`config.mk`:
```
export PLATFORM = sky130hd
export DESIGN_NAME = stage_writeback_pipe
export DESIGN_NICKNAME = d
export VERILOG_FILES = /design/src/rtl/wb_pkg.sv /design/src/rtl/stage_writeback_pipe_load_align.sv /design/src/rtl/stage_writeback_pipe.sv
export SDC_FILE = /design/constraint.sdc
export NUM_CORES = 1
export LEC_CHECK = 0
export ABC_AREA = 1
export CAP_MARGIN = 25
export CORE_AREA = 2 2 104 106
export CTS_CLUSTER_SIZE = 12
export DETAILED_ROUTE_END_ITERATION = 8
export DIE_AREA = 0 0 106 108
export DONT_BUFFER_PORTS = 1
export PLACE_DENSITY = 0.52
export SLEW_MARGIN = 0
export SYNTH_ARGS = -nofsm -noshare
export SYNTH_HDL_FRONTEND = slang
export SYNTH_SLANG_ARGS = --single-unit
```
`constraint.sdc`:
```
create_clock -name clk -period 1.35 [get_ports clk]
set_input_delay 0.2025 -clock clk [delete_from_list [all_inputs] [get_ports clk]]
set_output_delay 0.2025 -clock clk [all_outputs]
set_load 0.1 [all_outputs]
```
`src/rtl/wb_pkg.sv`:
```
// Shared definitions for the writeback stage.
//   result_src_e   : encoding of the write-data source selected at writeback
//   F3_*           : funct3 encodings of the RISC-V load instructions
//   access_bytes() : access size in bytes of a load funct3 (0 = not a load
//                    this datapath width supports)
package wb_pkg;

   typedef enum logic [1:0] {
      RES_ALU       = 2'b00,
      RES_MEM       = 2'b01,
      RES_PC_PLUS   = 2'b10,
      RES_LUI_AUIPC = 2'b11
   } result_src_e;

   localparam logic [2:0] F3_LB  = 3'b000;
   localparam logic [2:0] F3_LH  = 3'b001;
   localparam logic [2:0] F3_LW  = 3'b010;
   localparam logic [2:0] F3_LD  = 3'b011;
   localparam logic [2:0] F3_LBU = 3'b100;
   localparam logic [2:0] F3_LHU = 3'b101;
   localparam logic [2:0] F3_LWU = 3'b110;

   // LWU and LD only exist on RV64; on RV32 they report size 0 so the
   // raw word passes through and no misalignment is ever flagged.
   function automatic logic [3:0] access_bytes(input logic [2:0] funct3,
                                               input logic       rv64);
      logic [3:0] size;
      size = 4'd0;
      case (funct3)
         F3_LB, F3_LBU: size = 4'd1;
         F3_LH, F3_LHU: size = 4'd2;
         F3_LW:         size = 4'd4;
         F3_LWU:        size = rv64 ? 4'd4 : 4'd0;
         F3_LD:         size = rv64 ? 4'd8 : 4'd0;
         default:       size = 4'd0;
      endcase
      return size;
   endfunction

endpackage

```
`src/rtl/stage_writeback_pipe_load_align.sv`:
```
// load_align: combinational load extraction and sign/zero extension.
// Ports:
//   funct3     in  3       load size/sign encoding
//   offset     in  OFF_W   byte offset of the access within the word
//   raw        in  XLEN    raw memory word
//   data       out XLEN    extracted and extended load value
//   misaligned out 1       offset is not a multiple of the access size
module load_align
   import wb_pkg::*;
#(
   parameter int XLEN = 32,
   localparam int OFF_W = $clog2(XLEN / 8)
) (
   input  logic [2:0]       funct3,
   input  logic [OFF_W-1:0] offset,
   input  logic [XLEN-1:0]  raw,
   output logic [XLEN-1:0]  data,
   output logic             misaligned
);

   logic [XLEN-1:0]  shifted;
   logic [3:0]       size;
   logic [OFF_W-1:0] size_mask;

   // Bring the addressed byte down to bit 0, then pick and extend the field.
   // Unsupported encodings fall through with the raw word.
   always_comb begin
      shifted = raw >> {offset, 3'b000};
      data    = raw;
      case (funct3)
         F3_LB:  data = XLEN'($signed(shifted[7:0]));
         F3_LBU: data = XLEN'(shifted[7:0]);
         F3_LH:  data = XLEN'($signed(shifted[15:0]));
         F3_LHU: data = XLEN'(shifted[15:0]);
         F3_LW:  data = XLEN'($signed(shifted[31:0]));
         F3_LWU: if (XLEN == 64) data = XLEN'(shifted[31:0]);
         F3_LD:  if (XLEN == 64) data = shifted;
         default: data = raw;
      endcase
   end

   // Access sizes are powers of two, so size-1 truncated to the offset width
   // is the mask of offset bits that must be zero (a full-word access wraps
   // to an all-ones mask, which is exactly right).
   always_comb begin
      size       = access_bytes(funct3, XLEN == 64);
      size_mask  = OFF_W'(size - 4'd1);
      misaligned = (size != 4'd0) && ((offset & size_mask) != '0);
   end

endmodule

```
`src/rtl/stage_writeback_pipe.sv`:
```
// stage_writeback_pipe: registered writeback stage between the memory stage
// and the register file / forwarding network, with valid/stall/flush control,
// load alignment and extension, x0 write suppression and a misaligned-load flag.
// Optional feature macro: WB_RETIRE_CNT_EN adds the 64-bit wb_instret counter.
// Ports:
//   clk, rst_n                 clock, asynchronous active-low reset
//   mem_valid / mem_ready      memory-stage handshake (mem_ready = !wb_stall)
//   wb_stall, wb_flush         hold / kill control
//   mem_rd, mem_result_src, mem_funct3, mem_alu_result, mem_read_data,
//   mem_instr_addr_plus, mem_regfile_wr_enable   incoming instruction fields
//   wb_valid, wb_rd, wb_write_data, wb_regfile_wr_enable, wb_load_misaligned
//                              registered writeback outputs
//   wb_instret (WB_RETIRE_CNT_EN only)  retired instruction count
module stage_writeback_pipe
   import wb_pkg::*;
#(
   parameter int XLEN       = 32,
   parameter int RA_W       = 5,
   parameter int LOAD_ALIGN = 1
) (
   input  logic            clk,
   input  logic            rst_n,
   input  logic            mem_valid,
   output logic            mem_ready,
   input  logic            wb_stall,
   input  logic            wb_flush,
   input  logic [RA_W-1:0] mem_rd,
   input  logic [1:0]      mem_result_src,
   input  logic [2:0]      mem_funct3,
   input  logic [XLEN-1:0] mem_alu_result,
   input  logic [XLEN-1:0] mem_read_data,
   input  logic [XLEN-1:0] mem_instr_addr_plus,
   input  logic            mem_regfile_wr_enable,
   output logic            wb_valid,
   output logic [RA_W-1:0] wb_rd,
   output logic [XLEN-1:0] wb_write_data,
   output logic            wb_regfile_wr_enable,
   output logic            wb_load_misaligned
`ifdef WB_RETIRE_CNT_EN
   ,
   output logic [63:0]     wb_instret
`endif
);

   localparam int OFF_W = $clog2(XLEN / 8);

   result_src_e     src;
   logic [XLEN-1:0] aligned_data;
   logic            align_misaligned;
   logic [XLEN-1:0] load_value;
   logic [XLEN-1:0] result;
   logic            is_misaligned;
   logic            next_wr_enable;

   assign mem_ready = !wb_stall;
   assign src       = result_src_e'(mem_result_src);

   load_align #(.XLEN(XLEN)) u_load_align (
      .funct3     (mem_funct3),
      .offset     (mem_alu_result[OFF_W-1:0]),
      .raw        (mem_read_data),
      .data       (aligned_data),
      .misaligned (align_misaligned)
   );

   // With LOAD_ALIGN=0 the memory stage has already aligned the data, but the
   // misalignment check still applies since it depends only on address/size.
   assign load_value = (LOAD_ALIGN != 0) ? aligned_data : mem_read_data;

   always_comb begin
      result = mem_alu_result;
      case (src)
         RES_MEM:     result = load_value;
         RES_PC_PLUS: result = mem_instr_addr_plus;
         default:     result = mem_alu_result;
      endcase
   end

   // A misaligned load is still retired into the slot (so the flag travels
   // with it) but must never write the register file; x0 is never written.
   assign is_misaligned  = (src == RES_MEM) && align_misaligned;
   assign next_wr_enable = mem_regfile_wr_enable && (mem_rd != '0) && !is_misaligned;

   // Flush outranks stall; a stall holds everything, including an asserted
   // strobe, since rewriting the same register with the same value is harmless.
   always_ff @(posedge clk or negedge rst_n) begin
      if (!rst_n) begin
         wb_valid             <= 1'b0;
         wb_rd                <= '0;
         wb_write_data        <= '0;
         wb_regfile_wr_enable <= 1'b0;
         wb_load_misaligned   <= 1'b0;
      end else if (wb_flush) begin
         wb_valid             <= 1'b0;
         wb_regfile_wr_enable <= 1'b0;
         wb_load_misaligned   <= 1'b0;
      end else if (!wb_stall) begin
         if (mem_valid) begin
            wb_valid             <= 1'b1;
            wb_rd                <= mem_rd;
            wb_write_data        <= result;
            wb_regfile_wr_enable <= next_wr_enable;
            wb_load_misaligned   <= is_misaligned;
         end else begin
            wb_valid             <= 1'b0;
            wb_regfile_wr_enable <= 1'b0;
            wb_load_misaligned   <= 1'b0;
         end
      end
   end

`ifdef WB_RETIRE_CNT_EN
   // Counts instructions actually accepted into writeback; wraps naturally.
   always_ff @(posedge clk or negedge rst_n) begin
      if (!rst_n) begin
         wb_instret <= '0;
      end else if (mem_valid && !wb_stall && !wb_flush && !is_misaligned) begin
         wb_instret <= wb_instret + 64'd1;
      end
   end
`endif

endmodule

```
==> run summary, run 1 <==
The detailed router finished its first iteration with 248 violations. The run gives 0.207 as the total track usage. The run gives 624 as the gate count of the mapped netlist.

The die width was 106 um. The power share of the sequential group was 0.267. Setup total negative slack on the finished layout was measured at 0 ns.

The most common cell after layout, fill and taps aside was nand2_1. Entering global routing, the biggest net connects 41 pins. The internal portion of the total power is 2.67 mW.

The boundary pin count was 153. The switching share of power came out at 0.520. The average routed wire per standard cell works out to 15.2 um. The die height was 108 um; the clock transition at the registers of the reported paths was 0.09 ns. The synthesized design contains 40 register bits. In this run the standard cell core region covers 0.0102 mm2. The beginning of the worst hold path was mem_rd[4]. The tools report the routed wire length as 11900 um. The post-synthesis net count was 739. In this run the mean area of a mapped cell was 5.69 um2. The worst-case setup margin in the final layout is 0.159 ns, and the routability congestion estimate from global placement is 0.856. The first global-routing pass estimated 18900 um of wire. The worst slew slack as a fraction of its limit was 0.580; the hold buffer count at CTS was 2.

The count of H-tree levels built during CTS came out at 2. In this run, CTS created clock tree buffers numbering 5. The path with the worst hold slack has its endpoint at wb_rd[4]$_DFFE_PN0P_. The hold violation count in the final report was 0. The share of the cycle needed by the critical path after routing is 0.882. The first TritonRoute pass finished after 5 iterations. Along the worst path, the maximum fanout reaches 2. Once the clock tree was built, the resizer swapped 0 gates to a different size. In this run, synthesis inferred 0 flip-flops with an integrated enable. Clock root buffer: clkbuf_8. For the remaining global-route overflow, the log shows 0. The critical path goes through buf_4. The detailed router placed 3841 vias in this run.

The analysis attributes to net switching a power of 2.90 mW. The total power per unit cell area was 1330 mW/mm2; the number of max-cap violations was 0. The proportion of synthesized chip area in sequential cells is 0.282.

The tools report the layout net count as 764. The count of buffers from port buffering works out to 0. The run finished with clean final reports.

The floorplan has 37 rows. The via count of the first global-routing pass is 3592. Setup repair after global routing left no endpoint under its margin. The number of instances on the worst hold path is 2.

In this run the cell area measured after placement is 0.00402 mm2. The post-CTS setup-driven buffer insertion count is 0, and the critical path required time is 1.15 ns. The logs give 0.00355 mm2 for the mapped cell area and 40 for the number of sinks on the clock net. The relative contribution of the clock network to total power came out at 0.192.

The startpoint of the lowest-slack register-to-register path is wb_rd[4]$_DFFE_PN0P_. Among all flip-flop cells after synthesis, the most frequent one is dfrtp_1. The logs give -0.0803 ns for the minimum setup slack after placement and 840 MHz for the highest clock rate. TritonCTS built the clock tree. In this run the static leakage power is 2.42 nW.

The number of vias per cell after detailed routing was 4.89; the number of nets with antenna violations after detailed routing was 0. The longest clock path from root to sink contains 2 buffers. In the routed design, unresolved DRC markers number 0.

The library cells used most frequently in the layout, excluding fill and tap cells, are 226 x nand2_1, 78 x inv_1, 68 x nand3_1. The tightest hold path in the finished design has a slack of 0.0207 ns. Kind of path behind the tightest hold check: primary input to register. The initial antenna violation count was 0.

The tools report the max-slew violation total from the final report as 0. The fraction of layout cells with a size suffix above 1 came out at 0.120. The worst setup path is of the register to output pin kind. STA classifies the critical path endpoint as an output pin. The tools report the placed wire-length estimate as 9040 um. The kind of cell with the highest combined delay along the critical path is flip-flops. For the final database, setup skew stands at 0 ns. Synthesis warning total: 0. The area growth from synthesis to layout is 17.6%. The repair_antennas step left the layout with diodes totalling 0. The worst-case reg-to-reg path depth works out to 3. The clock reaches the later pin of the worst-skew pair after 0.30 ns. The transition time at the pin with the least slew margin came out at 0.630 ns.

The number of endpoints failing setup at the final stage came out at 0. The number of different library cells used by synthesis comes to 22. On the worst path, the slowest cell contributes a delay of 0.39 ns. For the finished layout, the period the worst path requires is 1.19 ns. The die covers 0.0114 mm2. The master of the slowest instance on the critical path is dfrtp_1.

The arrival time at the worst endpoint was 0.99 ns; the initial standard-cell utilization of the core was 0.347. The number of buffer and inverter instances along the worst setup path came out at 1. End of the worst register-to-register path: wb_rd[4]$_DFFE_PN0P_. In this run the register-to-register setup slack is 0.49 ns. Combinational cell fraction of total power: 0.541.

IR analysis of the VDD net gives a maximum drop of 705 uV. The worst setup path is launched from a register. After routing the design area is 0.00418 mm2.

The async set or reset register ratio after synthesis is 1.00.
==> through the flow <==
step / instances / util / total power, mW
6_report: 786 / 0.408 / 5.57
3_5_place_dp: 776 / 0.393 / 4.49
4_1_cts: 786 / 0.408 / 5.63
3_3_place_gp: 776 / 0.393 / 4.48
2_1_floorplan: 624 / - / 3.90
5_1_grt: 786 / 0.408 / 5.86
==> how the worst max path moves through the flow <==
stage                                            start                               end  cells past startpoint  slack (ns)
after floorplan                          mem_funct3[1]  wb_regfile_wr_enable$_DFFE_PN0P_                      7        0.03
after global placement               mem_alu_result[0]     wb_write_data[16]$_DFFE_PN0P_                     11       -0.07
after detailed placement             mem_alu_result[0]     wb_write_data[16]$_DFFE_PN0P_                     11       -0.08
after CTS                 wb_write_data[7]$_DFFE_PN0P_                  wb_write_data[7]                      1        0.15
after global routing      wb_write_data[7]$_DFFE_PN0P_                  wb_write_data[7]                      1        0.12
final                     wb_write_data[7]$_DFFE_PN0P_                  wb_write_data[7]                      1        0.16
==> cells in the mapped netlist, types with 2 or more instances <==
library cell | instances | area [um2]
o21ai_0 | 11 | 55.1
buf_6 | 6 | 67.6
dfrtp_1 | 40 | 1000
a21oi_1 | 65 | 325
clkbuf_1 | 19 | 71.3
buf_4 | 2 | 15.0
nand3_1 | 68 | 340
inv_2 | 5 | 18.8
nor2_1 | 35 | 131
nand2_2 | 2 | 12.5
buf_2 | 14 | 70.1
inv_1 | 78 | 293
o21ai_1 | 43 | 215
nand2_1 | 226 | 848
ha_1 | 3 | 37.5
==> flip-flops by register name (all words and copies together) (netlist names) <==
register,count
wb_valid,1
wb_load_misaligned,1
wb_regfile_wr_enable,1
wb_rd,5
wb_write_data,32
==> routing by layer <==
| layer | up-vias | track usage | routed length [um] |
|---|---|---|---|
| met3 | 4 | 0.0555 | 1100 |
| met2 | 161 | 0.342 | 5590 |
| met1 | 1680 | 0.276 | 5140 |
| li1 | 1996 | - | - |
| met4 | 0 | 0.0329 | 79 |
| met5 | - | 0 | 0 |
==> power by group through the flow <==
stage	sequential (mW)	combinational, mW	clock (mW)
6_report	1.49	3.01	1.07
5_1_grt	1.51	3.20	1.16
4_1_cts	1.49	3.03	1.11
3_5_place_dp	1.51	2.98	0
3_3_place_gp	1.51	2.97	0
2_1_floorplan	3.14	0.759	0
==> kinds of logic after synthesis <==
logic type               count (synthesis)  share of synthesized area
adder cells (fa/ha/maj)                  3                     0.0106
AO/OA/AOI/OAI                          119                      0.168
AND/OR/NAND/NOR                        336                      0.386
flip-flops                              40                      0.282
buffers and inverters                  126                      0.154
==> area by class of cell <==
class	instances	area, um2
clock buffer	6	82.6
clock inverter	2	38.8
fill	1160	6050
inverter	85	324
multi-input combinational	458	2010
sequential	40	1000
tap	136	170
timing repair buffer	59	553
Note: power is estimated with default switching activity, not from simulation.
==> inputs of run 2 (changes only) <==
--- a/config.mk
+++ b/config.mk
@@ -7,10 +7,10 @@
 export LEC_CHECK = 0
 export ABC_AREA = 1
 export CAP_MARGIN = 25
-export CORE_AREA = 2 2 104 106
-export CTS_CLUSTER_SIZE = 12
+export CORE_AREA = 3 3 105 107
+export CTS_CLUSTER_DIAMETER = 200
 export DETAILED_ROUTE_END_ITERATION = 8
-export DIE_AREA = 0 0 106 108
+export DIE_AREA = 0 0 108 110
 export DONT_BUFFER_PORTS = 1
 export PLACE_DENSITY = 0.52
 export SLEW_MARGIN = 0
==> run summary, run 2 (same netlist as run 1, synthesis figures left out) <==
The flow ran to the end, and the final reports show no timing, DRC or antenna violations. The antenna diode count is 0. The routed layout has 3851 vias. The transition time at the pin with the least slew margin was 0.357 ns; the maximum VDD drop was 647 uV. Using the TritonRoute via totals, the vias-per-cell ratio works out to 4.89. Across the run, the number of max-cap violations was 0.

The first routing iteration left 297 violations. The initial standard-cell utilization of the core is 0.347, and the number of buffer and inverter instances along the worst setup path is 1. For the worst-case register-to-register setup slack, the log shows 0.48 ns. Fill cells in the final layout number 1136.

Final setup skew: 0 ns. The run gives 0.409 as the end-of-flow core utilization. Registers take 0.00100 mm2. The worst setup path is captured at an output pin. The most common cell after layout, fill and taps aside is nand2_1. The share of the cycle needed by the critical path after routing is 0.861, and the layout net count is 765. The first detailed-routing pass ran for 4 iterations.

In this run the clock root is driven by a clkbuf_8. The hold violation count in the final report came out at 0. The initial antenna violation count came out at 0. The run gives 0.902 as the routability congestion estimate from global placement. The tools report the worst-case hold slack as 0.0219 ns. Derived from the worst setup path, the maximum achievable clock frequency is 861 MHz. Among cell families on the critical path, the largest total delay comes from flip-flops. TritonCTS built the clock tree. The critical path required time was 1.15 ns.

The routed design could run at a clock period as short as 1.16 ns. The count of nets left with antenna violations once routing finished came out at 0. The cell area reported after detailed placement was 0.00403 mm2; the die width was 108 um.

The die height was 110 um; the remaining design rule violation count was 0. By startpoint and endpoint, the worst setup path is classified as register to output pin. The critical-path maximum fanout works out to 2. The number of endpoints failing setup at the final stage is 0. The post-route cell area is 0.00418 mm2, and the count of buffers from port buffering is 0.

The tools report the hold buffer count at CTS as 2. Counting along the longest clock path gives a buffer depth of 2. Setup total negative slack on the finished layout was measured at 0 ns. Setup repair after global routing left no endpoint under its margin. The worst setup path is launched from a register.

The signal on the critical path passes through buf_4. Summed over all cells, the static leakage comes to 2.43 nW. The logs give 37 for the number of core rows and 0.96 ns for the arrival time at the worst endpoint. The first-pass GRT wire length was 19200 um. Wires add up to 11900 um.

Register containing the most flip-flops in the final layout: wb_write_data. The total track usage is 0.203, and the number of buffers added by the clock tree synthesis step is 5. The run gives 41 as the largest net degree at the start of global routing. The register with the most flip-flops in the layout has 32 of them. The worst slew slack as a fraction of its limit was 0.761. The tools report the number of gates resized after cts as 0. The fraction of layout cells with a size suffix above 1 was 0.121. The kind of path behind the tightest hold check is primary input to register. The run gives 0 as the remaining global-route overflow. In this run the power density over the cells is 1330 mW/mm2. Compared with the post-synthesis result, the final layout area differs by 17.8%. The finished layout holds 787 standard cells, fillers aside. In the final layout, the registers with the most flip-flops are wb_write_data: 32 flops, wb_rd: 5 flops. At the later pin of the worst-skew pair, clock insertion delay measures 0.29 ns.

The die covers 0.0119 mm2. The max-slew violation total from the final report is 0. The clock transition at the registers of the reported paths was 0.09 ns. The logs give 2 for the count of H-tree levels built during CTS and 3754 for the via count of the first global-routing pass.

During I/O placement, the number of pins put on the boundary was 153. Post-CTS timing repair inserted 0 buffers for setup. Multi-input gate area in the final layout: 0.00201 mm2. The number of sinks on the clock net was 40; the placed wire-length estimate was 9150 um. Number of instances in the placed design: 777. The core region is 0.0102 mm2. The peak per-stage delay on the critical path came out at 0.37 ns. The top cell types in the final layout, fill and taps aside, are 226 x nand2_1, 78 x inv_1, 68 x nand3_1.

The slowest stage of the critical path belongs to the cell dfrtp_1. After detailed routing, the average wire length per cell comes to 15.1 um.
==> run 2: changes by cell type in the layout (fill, tap and decap cells not counted) <==
cell / delta
buf_4: +1
==> run 2: worst paths after layout <==
check                                                    from                       endpoint  cells after the start
worst max-delay path            wb_write_data[20]$_DFFE_PN0P_              wb_write_data[20]                      1
worst min-delay path                                mem_rd[3]           wb_rd[3]$_DFFE_PN0P_                      2
worst max register to register   wb_write_data[1]$_DFFE_PN0P_   wb_write_data[1]$_DFFE_PN0P_                      3
worst min register to register           wb_rd[3]$_DFFE_PN0P_           wb_rd[3]$_DFFE_PN0P_                      2
max in group asynchronous                               rst_n  wb_write_data[15]$_DFFE_PN0P_                      2
min in group asynchronous                               rst_n  wb_write_data[27]$_DFFE_PN0P_                      2
==> run 2: metrics by stage <==
stage | setup slack [ns] | power (mW)
detailed placement | -0.0629 | 4.49
floorplan | 0.0255 | 3.90
global placement | -0.0174 | 4.48
global route | 0.0895 | 5.88
CTS | 0.174 | 5.62
finish | 0.188 | 5.57
==> run 2: layer usage <==
layer / up-vias / global-route usage / wire length, um
met1: 1691 / 0.263 / 5300
met4: 0 / 0.0586 / 243
met5: - / 0 / 0
met2: 141 / 0.332 / 5340
li1: 2005 / - / -
met3: 14 / 0.0553 / 1020
==> run 2: worst register-to-register path, cell delays in order (launching register included) <==
cell and delay, ns:
dfrtp_1 0.33, buf_4 0.29, nand2_1 0.11, nand2_1 0.08
==> run 2: layout make-up <==
class / instances / share of cell area
Inverter: 85 / 0.0775
Multi-Input combinational cell: 458 / 0.480
Clock inverter: 2 / 0.00927
Sequential cell: 40 / 0.239
Timing Repair Buffer: 60 / 0.134
Clock buffer: 6 / 0.0197
Tap cell: 136 / 0.0407
==> run 2: power by group <==
group          leakage (nW)  switching (mW)  internal [mW]
combinational          1.86            2.36          0.657
sequential            0.506          0.0721           1.41
clock                0.0614           0.462          0.606
